## src/rtl/reg_scoreboard.sv

```systemverilog
// reg_scoreboard: tracks destination registers of in-flight long-latency
// operations (mul/div, cache-miss loads) and holds decode while an operand
// or destination is still waiting on an out-of-band writeback. It also caps
// the number of long operations in flight.
module reg_scoreboard #(
    parameter int NUM_REGS        = 32,
    parameter int MAX_OUTSTANDING = 4,
    parameter int CNT_W           = 4
) (
    input  logic             clk,
    input  logic             rst,
    input  logic             id_valid,
    input  logic [4:0]       id_rs1,
    input  logic [4:0]       id_rs2,
    input  logic [4:0]       id_rd,
    input  logic             id_uses_rs1,
    input  logic             id_uses_rs2,
    input  logic             id_long,
    input  logic             id_flush,
    input  logic             wb_valid,
    input  logic [4:0]       wb_rd,
    output logic             stall,
    output logic             issue,
    output logic [CNT_W-1:0] outstanding,
    output logic             full,
    output logic             err
);

    // Register indices are 5 bits wide, so the lookup vector always spans
    // 32 entries; entries that do not exist read back as "not pending".
    localparam int IDX_W = 5;
    localparam int IDX_N = 1 << IDX_W;

    localparam logic [CNT_W-1:0] CNT_MAX = CNT_W'(MAX_OUTSTANDING);
    localparam logic [CNT_W-1:0] CNT_ONE = CNT_W'(1);

    // ------------------------------------------------------------------
    // State
    // ------------------------------------------------------------------
    logic [NUM_REGS-1:1] pending_q;
    logic [NUM_REGS-1:1] pending_d;
    logic [CNT_W-1:0]    outstanding_q;
    logic [CNT_W-1:0]    outstanding_d;
    logic                err_q;
    logic                err_d;

    // Full-width pending view with x0 and out-of-range entries tied low.
    logic [IDX_N-1:0]    pend_vec;

    // Decode-side hazard terms.
    logic                decode_live;
    logic                rs1_hit;
    logic                rs2_hit;
    logic                waw_hit;
    logic                cap_hit;
    logic                full_w;

    // Writeback protocol checks.
    logic                wb_underflow;
    logic                wb_unmatched;
    logic                wb_dec;

    // ------------------------------------------------------------------
    // Pending lookup vector
    // ------------------------------------------------------------------
    genvar gi;
    generate
        for (gi = 0; gi < IDX_N; gi++) begin : g_pend_vec
            if (gi == 0 || gi >= NUM_REGS) begin : g_zero
                assign pend_vec[gi] = 1'b0;
            end else begin : g_live
                assign pend_vec[gi] = pending_q[gi];
            end
        end
    endgenerate

    // ------------------------------------------------------------------
    // Hazard detection (registered state only; no writeback bypass)
    // ------------------------------------------------------------------
    assign full_w      = (outstanding_q == CNT_MAX);

    // Reset and flush both suppress any decode-side action this cycle.
    assign decode_live = id_valid && !id_flush && !rst;

    assign rs1_hit     = id_uses_rs1 && pend_vec[id_rs1];
    assign rs2_hit     = id_uses_rs2 && pend_vec[id_rs2];
    assign waw_hit     = id_long && (id_rd != '0) && pend_vec[id_rd];
    assign cap_hit     = id_long && full_w;

    assign stall       = decode_live && (rs1_hit || rs2_hit || waw_hit || cap_hit);
    assign issue       = decode_live && id_long && !stall;

    // ------------------------------------------------------------------
    // Writeback checks
    // ------------------------------------------------------------------
    // A writeback with nothing in flight must not wrap the counter.
    assign wb_underflow = wb_valid && (outstanding_q == '0);
    // A writeback to a register that is not pending; this also covers an
    // issue and writeback landing on the same rd in one cycle, since the
    // WAW check only lets that happen when the bit was clear.
    assign wb_unmatched = wb_valid && (wb_rd != '0) && !pend_vec[wb_rd];
    assign wb_dec       = wb_valid && !wb_underflow;

    // ------------------------------------------------------------------
    // Per-register next state: issue sets, writeback clears, set wins
    // ------------------------------------------------------------------
    generate
        for (gi = 1; gi < NUM_REGS; gi++) begin : g_pend_next
            logic set_hit;
            logic clr_hit;
            assign set_hit       = issue && (id_rd == IDX_W'(gi));
            assign clr_hit       = wb_valid && (wb_rd == IDX_W'(gi));
            assign pending_d[gi] = set_hit ? 1'b1 :
                                   clr_hit ? 1'b0 : pending_q[gi];
        end
    endgenerate

    // Outstanding counter and sticky error next state.
    always_comb begin
        outstanding_d = outstanding_q;
        err_d         = err_q;
        case ({issue, wb_dec})
            2'b10:   outstanding_d = outstanding_q + CNT_ONE;
            2'b01:   outstanding_d = outstanding_q - CNT_ONE;
            default: outstanding_d = outstanding_q;
        endcase
        if (wb_underflow || wb_unmatched) begin
            err_d = 1'b1;
        end
    end

    // State registers with synchronous reset taking priority.
    always_ff @(posedge clk) begin
        if (rst) begin
            pending_q     <= '0;
            outstanding_q <= '0;
            err_q         <= 1'b0;
        end else begin
            pending_q     <= pending_d;
            outstanding_q <= outstanding_d;
            err_q         <= err_d;
        end
    end

    assign outstanding = outstanding_q;
    assign full        = full_w;
    assign err         = err_q;

endmodule

```

## config.mk

```make
export PLATFORM = sky130hd
export DESIGN_NAME = reg_scoreboard
export DESIGN_NICKNAME = d
export VERILOG_FILES = /design/src/rtl/reg_scoreboard.sv
export SDC_FILE = /design/constraint.sdc
export NUM_CORES = 1
export LEC_CHECK = 0
export CORE_ASPECT_RATIO = 2
export CORE_MARGIN = 10
export CORE_UTILIZATION = 56
export DETAILED_ROUTE_END_ITERATION = 7
export GPL_ROUTABILITY_DRIVEN = 0
export PLACE_DENSITY = 0.8
export SYNTH_ARGS = -nofsm -noshare
export SYNTH_HDL_FRONTEND = slang
export SYNTH_SLANG_ARGS = --single-unit
```

## constraint.sdc

```tcl
create_clock -name clk -period 4.9 [get_ports clk]
set_input_delay 0.98 -clock clk [delete_from_list [all_inputs] [get_ports clk]]
set_output_delay 0.98 -clock clk [all_outputs]
set_load 0.1 [all_outputs]
```

### Yosys cells after proc, flatten, opt, wreduce, memory -nomap -nowiden

Index checks and enable logic that the tools add are counted.

| operators by class | value |
|---|---|
| $add $sub $neg | 2 |
| $lt $le $gt $ge | 4 |
| equal/unequal tests | 65 |
| mux-type cells | 71 |
| reduce and logical (&&, ||, !) cells | 120 |

Operator list:

| cell | number |
|---|---|
| $eq 5x5->1 const B | 32 |
| $eq 5x4->1 const B | 16 |
| $logic_and 1x1->1 | 76 |
| $mux 1 | 66 |
| $reduce_bool 2->1 | 32 |
| $eq 5x3->1 const B | 8 |
| $lt 5x6->1 const B | 4 |
| $bmux 1 s5 | 4 |
| $eq 5x2->1 const B | 4 |
| $eq 5x1->1 const B | 2 |
| $reduce_bool 5->1 | 2 |
| $pmux 4 s2 | 1 |
| $logic_not 1->1 | 5 |
| $add 4x1->4 const B | 1 |
| $eq 4x3->1 const B | 1 |
| $logic_not 4->1 | 1 |
| $logic_or 1x1->1 | 4 |
| $sub 4x1->4 const B | 1 |
| $eq 2x1->1 const B | 1 |
| $eq 2x2->1 const B | 1 |

| storage, ports and cells | value |
|---|---|
| bits in registers | 36 |
| input bits | 28 |
| output and inout bits | 8 |
| word-level logic and storage cells | 295 |

### Depth between registers and ports, before layout

| logic depth | value |
|---|---|
| depth in word-level cells | 11 |
| depth in mapped cells | 15 |
| gate-level depth less buffers | 13 |

### Worst setup path after synthesis

Ideal clock, no wire load.

| path | value |
|---|---|
| path kind | in2out |
| start | in id_rs1[0] |
| end | out issue |
| arrival | 3.793 ns |
| data required time | 3.920 ns |
| setup slack | 0.127 ns |
| stages on the path | 6 |
| buffers on the path | 1 |
| cell sequence | buf_2 -> mux4_2 -> mux4_2 -> o21ai_2 -> o211ai_4 -> nor2b_1 |

| on the way | value |
|---|---|
| word-level cells in the longest chain between the ends | 9 |

RTL lines:

| what | line | RTL |
|---|---|---|
| from (decl) | 13 | `input logic [4:0] id_rs1,` |
| $bmux 1 s5 | 85 | `assign rs1_hit = id_uses_rs1 && pend_vec[id_rs1];` |
| $mux 1 (implied by the code) | 85 |  |
| $logic_and 1x1->1 | 85 |  |
| $logic_or 1x1->1 (3 in series) | 90 | `assign stall = decode_live && (rs1_hit \|\| rs2_hit \|\| waw_hit \|\| cap_hit);` |
| $logic_and 1x1->1 | 90 |  |
| $logic_not 1->1 | 91 | `assign issue = decode_live && id_long && !stall;` |
| $logic_and 1x1->1 | 91 |  |
| to (decl) | 23 | `output logic issue,` |

Every way passes these cells. The select of a mux whose other input is x is not followed.

### Worst setup path after layout

Same ends and word-level chain as after synthesis.

==> flow_summary_export.csv <==
group,metric,value,unit
floorplanning,die-area,8699,um^2
critical_path,critical_path.max_stage_delay,720,ps
sta,finalSetupViolCount,0,
detailed_routing,vias,2922,
cts,clk_pin_slew_worst_paths,80,ps
layout,nets,381,
layout,nFillCells,441,
critical_path,path_max_fanout,9,
global_routing,grt_max_degree,33,
yosys,synth_nets,359,
critical_path,r2r_start,"pending_q[3]",
yosys,yosys.area_share.adder,1.965,%
global_routing,grt_use_total,21.15,%
critical_path,path_depth,7,
hold_path,hold_class,"reg -> reg",
yosys,synth-xor-area-share,0.8971,%
hold_path,min_path_cells,2,
critical_path,crit_required,3920,ps
global_routing,grt_remaining_overflow,0,
yosys,yosys_register_bits,36,
floorplanning,design.core.area,5092,um^2
sta,rsz0062_at_grt,"false",
detailed_routing,first_pass_iters,5,
cts,clock-root-buffer,"clkbuf_8",
critical_path,critPathSlowestCell,"clkdlybuf4s50_1",
yosys,async_flop_share,0,%
placement,place.port_buffers,35,
sta,tightest_slew,1080,ps
sta,post-route-period-util,92.88,%
power_and_ir_drop,powerDensity,202.1,nW/um^2
sta,setup_tns,0,ps
cts,htreeDepth,2,
cts,cts_buffers,5,
layout,layout_commonest_cell,"nand3_1",
layout,regArea,720.7,um^2
floorplanning,io_pins,36,
layout,mostFrequentLayoutCells,"52 x nand3_1, 36 x dfxtp_1, 33 x clkdlybuf4s50_1",
critical_path,critical_path.most_common_cell,"mux4_2",
detailed_routing,routedWlPerCell,22.91,um
global_routing,antenna_found_initial,0,
detailed_routing,drc_errors,0,
placement,placed_cell_area,3308,um^2
yosys,synth_mux_area_share,26.74,%
detailed_routing,routed_wl,9323,um
floorplanning,die_h,122.3,um
yosys,synth-compound-area-share,16.28,%
sta,whs,479.5,ps
yosys,yosysUniqueCellTypes,48,
placement,dp_hpwl,6977,um
sta,hold_viol,0,
cts,clock-sinks,36,
yosys,synth_seq_area_share,24.60,%
sta,finalMaxSlewViolations,0,
layout,fin_area,3390,um^2
yosys,synthTopCellsByArea,"dfxtp_1 25%, mux4_2 20%, nand3_1 8.9%, o21ai_1 5.0%, mux2i_1 4.4%",
yosys,yosys.area.top_type,"dfxtp_1",
critical_path,cp_cell_sequence,"clkdlybuf4s50_1 -> mux4_2 -> mux4_2 -> o21ai_2 -> o211ai_4 -> nor2b_1 -> buf_12",
critical_path,reg2reg_depth,13,
sta,fin_crit,4551,ps
detailed_routing,drtIter0Drc,331,
yosys,syn_avg_cell_area,8.957,um^2
critical_path,worstPathArrival,3570,ps
cts,clk_latency,300,ps
yosys,postSynthCellCount,327,
critical_path,startpoint,"id_rs1[0]",
layout,drive_gt1_share,15.19,%
yosys,synth_edf_count,0,
layout,num_antenna_cells,0,
yosys,synth_warnings,0,
cts,clockBufferDepth,2,
cts,cts_tree,"built",
sta,skew,9.753,ps
detailed_routing,avgViaCountPerCell,7.179,
critical_path,path_class,"in -> out",
layout,synthToLayoutAreaGrowth,15.72,%
run,cap_violations,0,
floorplanning,core.rowCount,37,
yosys,yosys.area_share.simple,23.75,%
power_and_ir_drop,p_leak,1.136,nW
floorplanning,dieWidth,71.14,um
yosys,netlist_area,2929,um^2
layout,multi_input_area,2039,um^2
sta,slew_headroom,27.88,%
power_and_ir_drop,ir_worst_vdd,0.1860,mV
power_and_ir_drop,fin_total_pwr,0.6850,mW
critical_path,path_buf_inv,2,
cts,post_cts_buffers,0,
cts,ctsHoldBuffers,0,
critical_path,startpoint_type,"primary input",
global_routing,grt_pass1_vias,2914,
outcome,status,"completed",
yosys,synth_top_family_by_area,"multiplexers",
yosys,netlist.area_leader.share,24.60,%
floorplanning,initial_core_util,57.52,%
critical_path,endpoint_kind,"output port",
hold_path,hp-start,"err",
sta,fmax,219.7,MHz
global_routing,grt_pass1_wl,14750,um
detailed_routing,drtAntennaViolNets,0,
critical_path,path_delay_family,"multiplexers",
cts,post_cts_resized,0,
yosys,synthFlopType,"dfxtp_1",
## registers in the layout (all words and copies together) (netlist names)
signal	cells
pending_q	31
outstanding	4
err	1
## cells by family after synthesis
kind of cell / count (synthesis)
mux: 45
fa+ha+maj: 4
simple gates: 130
xor+xnor: 3
compound gates: 72
flops: 36
buf+inv: 37
## power by group
group / switching [mW] / internal, mW
clock network: 0.118 / 0.0964
logic: 0.107 / 0.0648
registers: 0.00412 / 0.295
## Yosys cell counts (all sizes together), types with 6 or more instances
master,n
mux2,6
dfxtp,36
o21ai,34
nand2,19
nor2b,11
nor2,11
nand3,52
buf,10
clkbuf,21
mux2i,13
o211ai,14
nor3b,8
mux4,26
inv,6
## stage by stage
stage / std cells / utilization (%) / setup slack [ps]
finish: 407 / 66.56 / 348.9
global route: 407 / 66.56 / 247.0
detailed placement: 400 / 64.96 / 219.4
global placement: 400 / 64.96 / 304.2
CTS: 407 / 66.56 / 338.9
floorplan: 327 / - / 126.8
## metal layers
metal	up-vias	track usage (%)	part of all wire, %
met5	-	0	0
met4	0	14.60	6.2
met3	58	4.362	7.7
met2	177	37.42	53
met1	1394	21.37	33
li1	1293	-	-
## area by class of cell
class	instances	area share (%)
Timing Repair Buffer	46	13.36
Clock inverter	2	0.3691
Clock buffer	5	2.030
Inverter	6	0.6645
Sequential cell	36	21.26
Tap cell	58	2.141
Multi-Input combinational cell	254	60.17
## final timing paths
kind                    end  slack [ps]
max                   issue         350
max reg2reg  outstanding[3]        1620
min                     err         480
min reg2reg             err         480
## tightest hold or removal path: stages, from the launching register on
cell and delay (ps):
dfxtp_1 330, a21oi_1 40, nor2_1 70
Note: power is estimated with default switching activity, not from simulation.
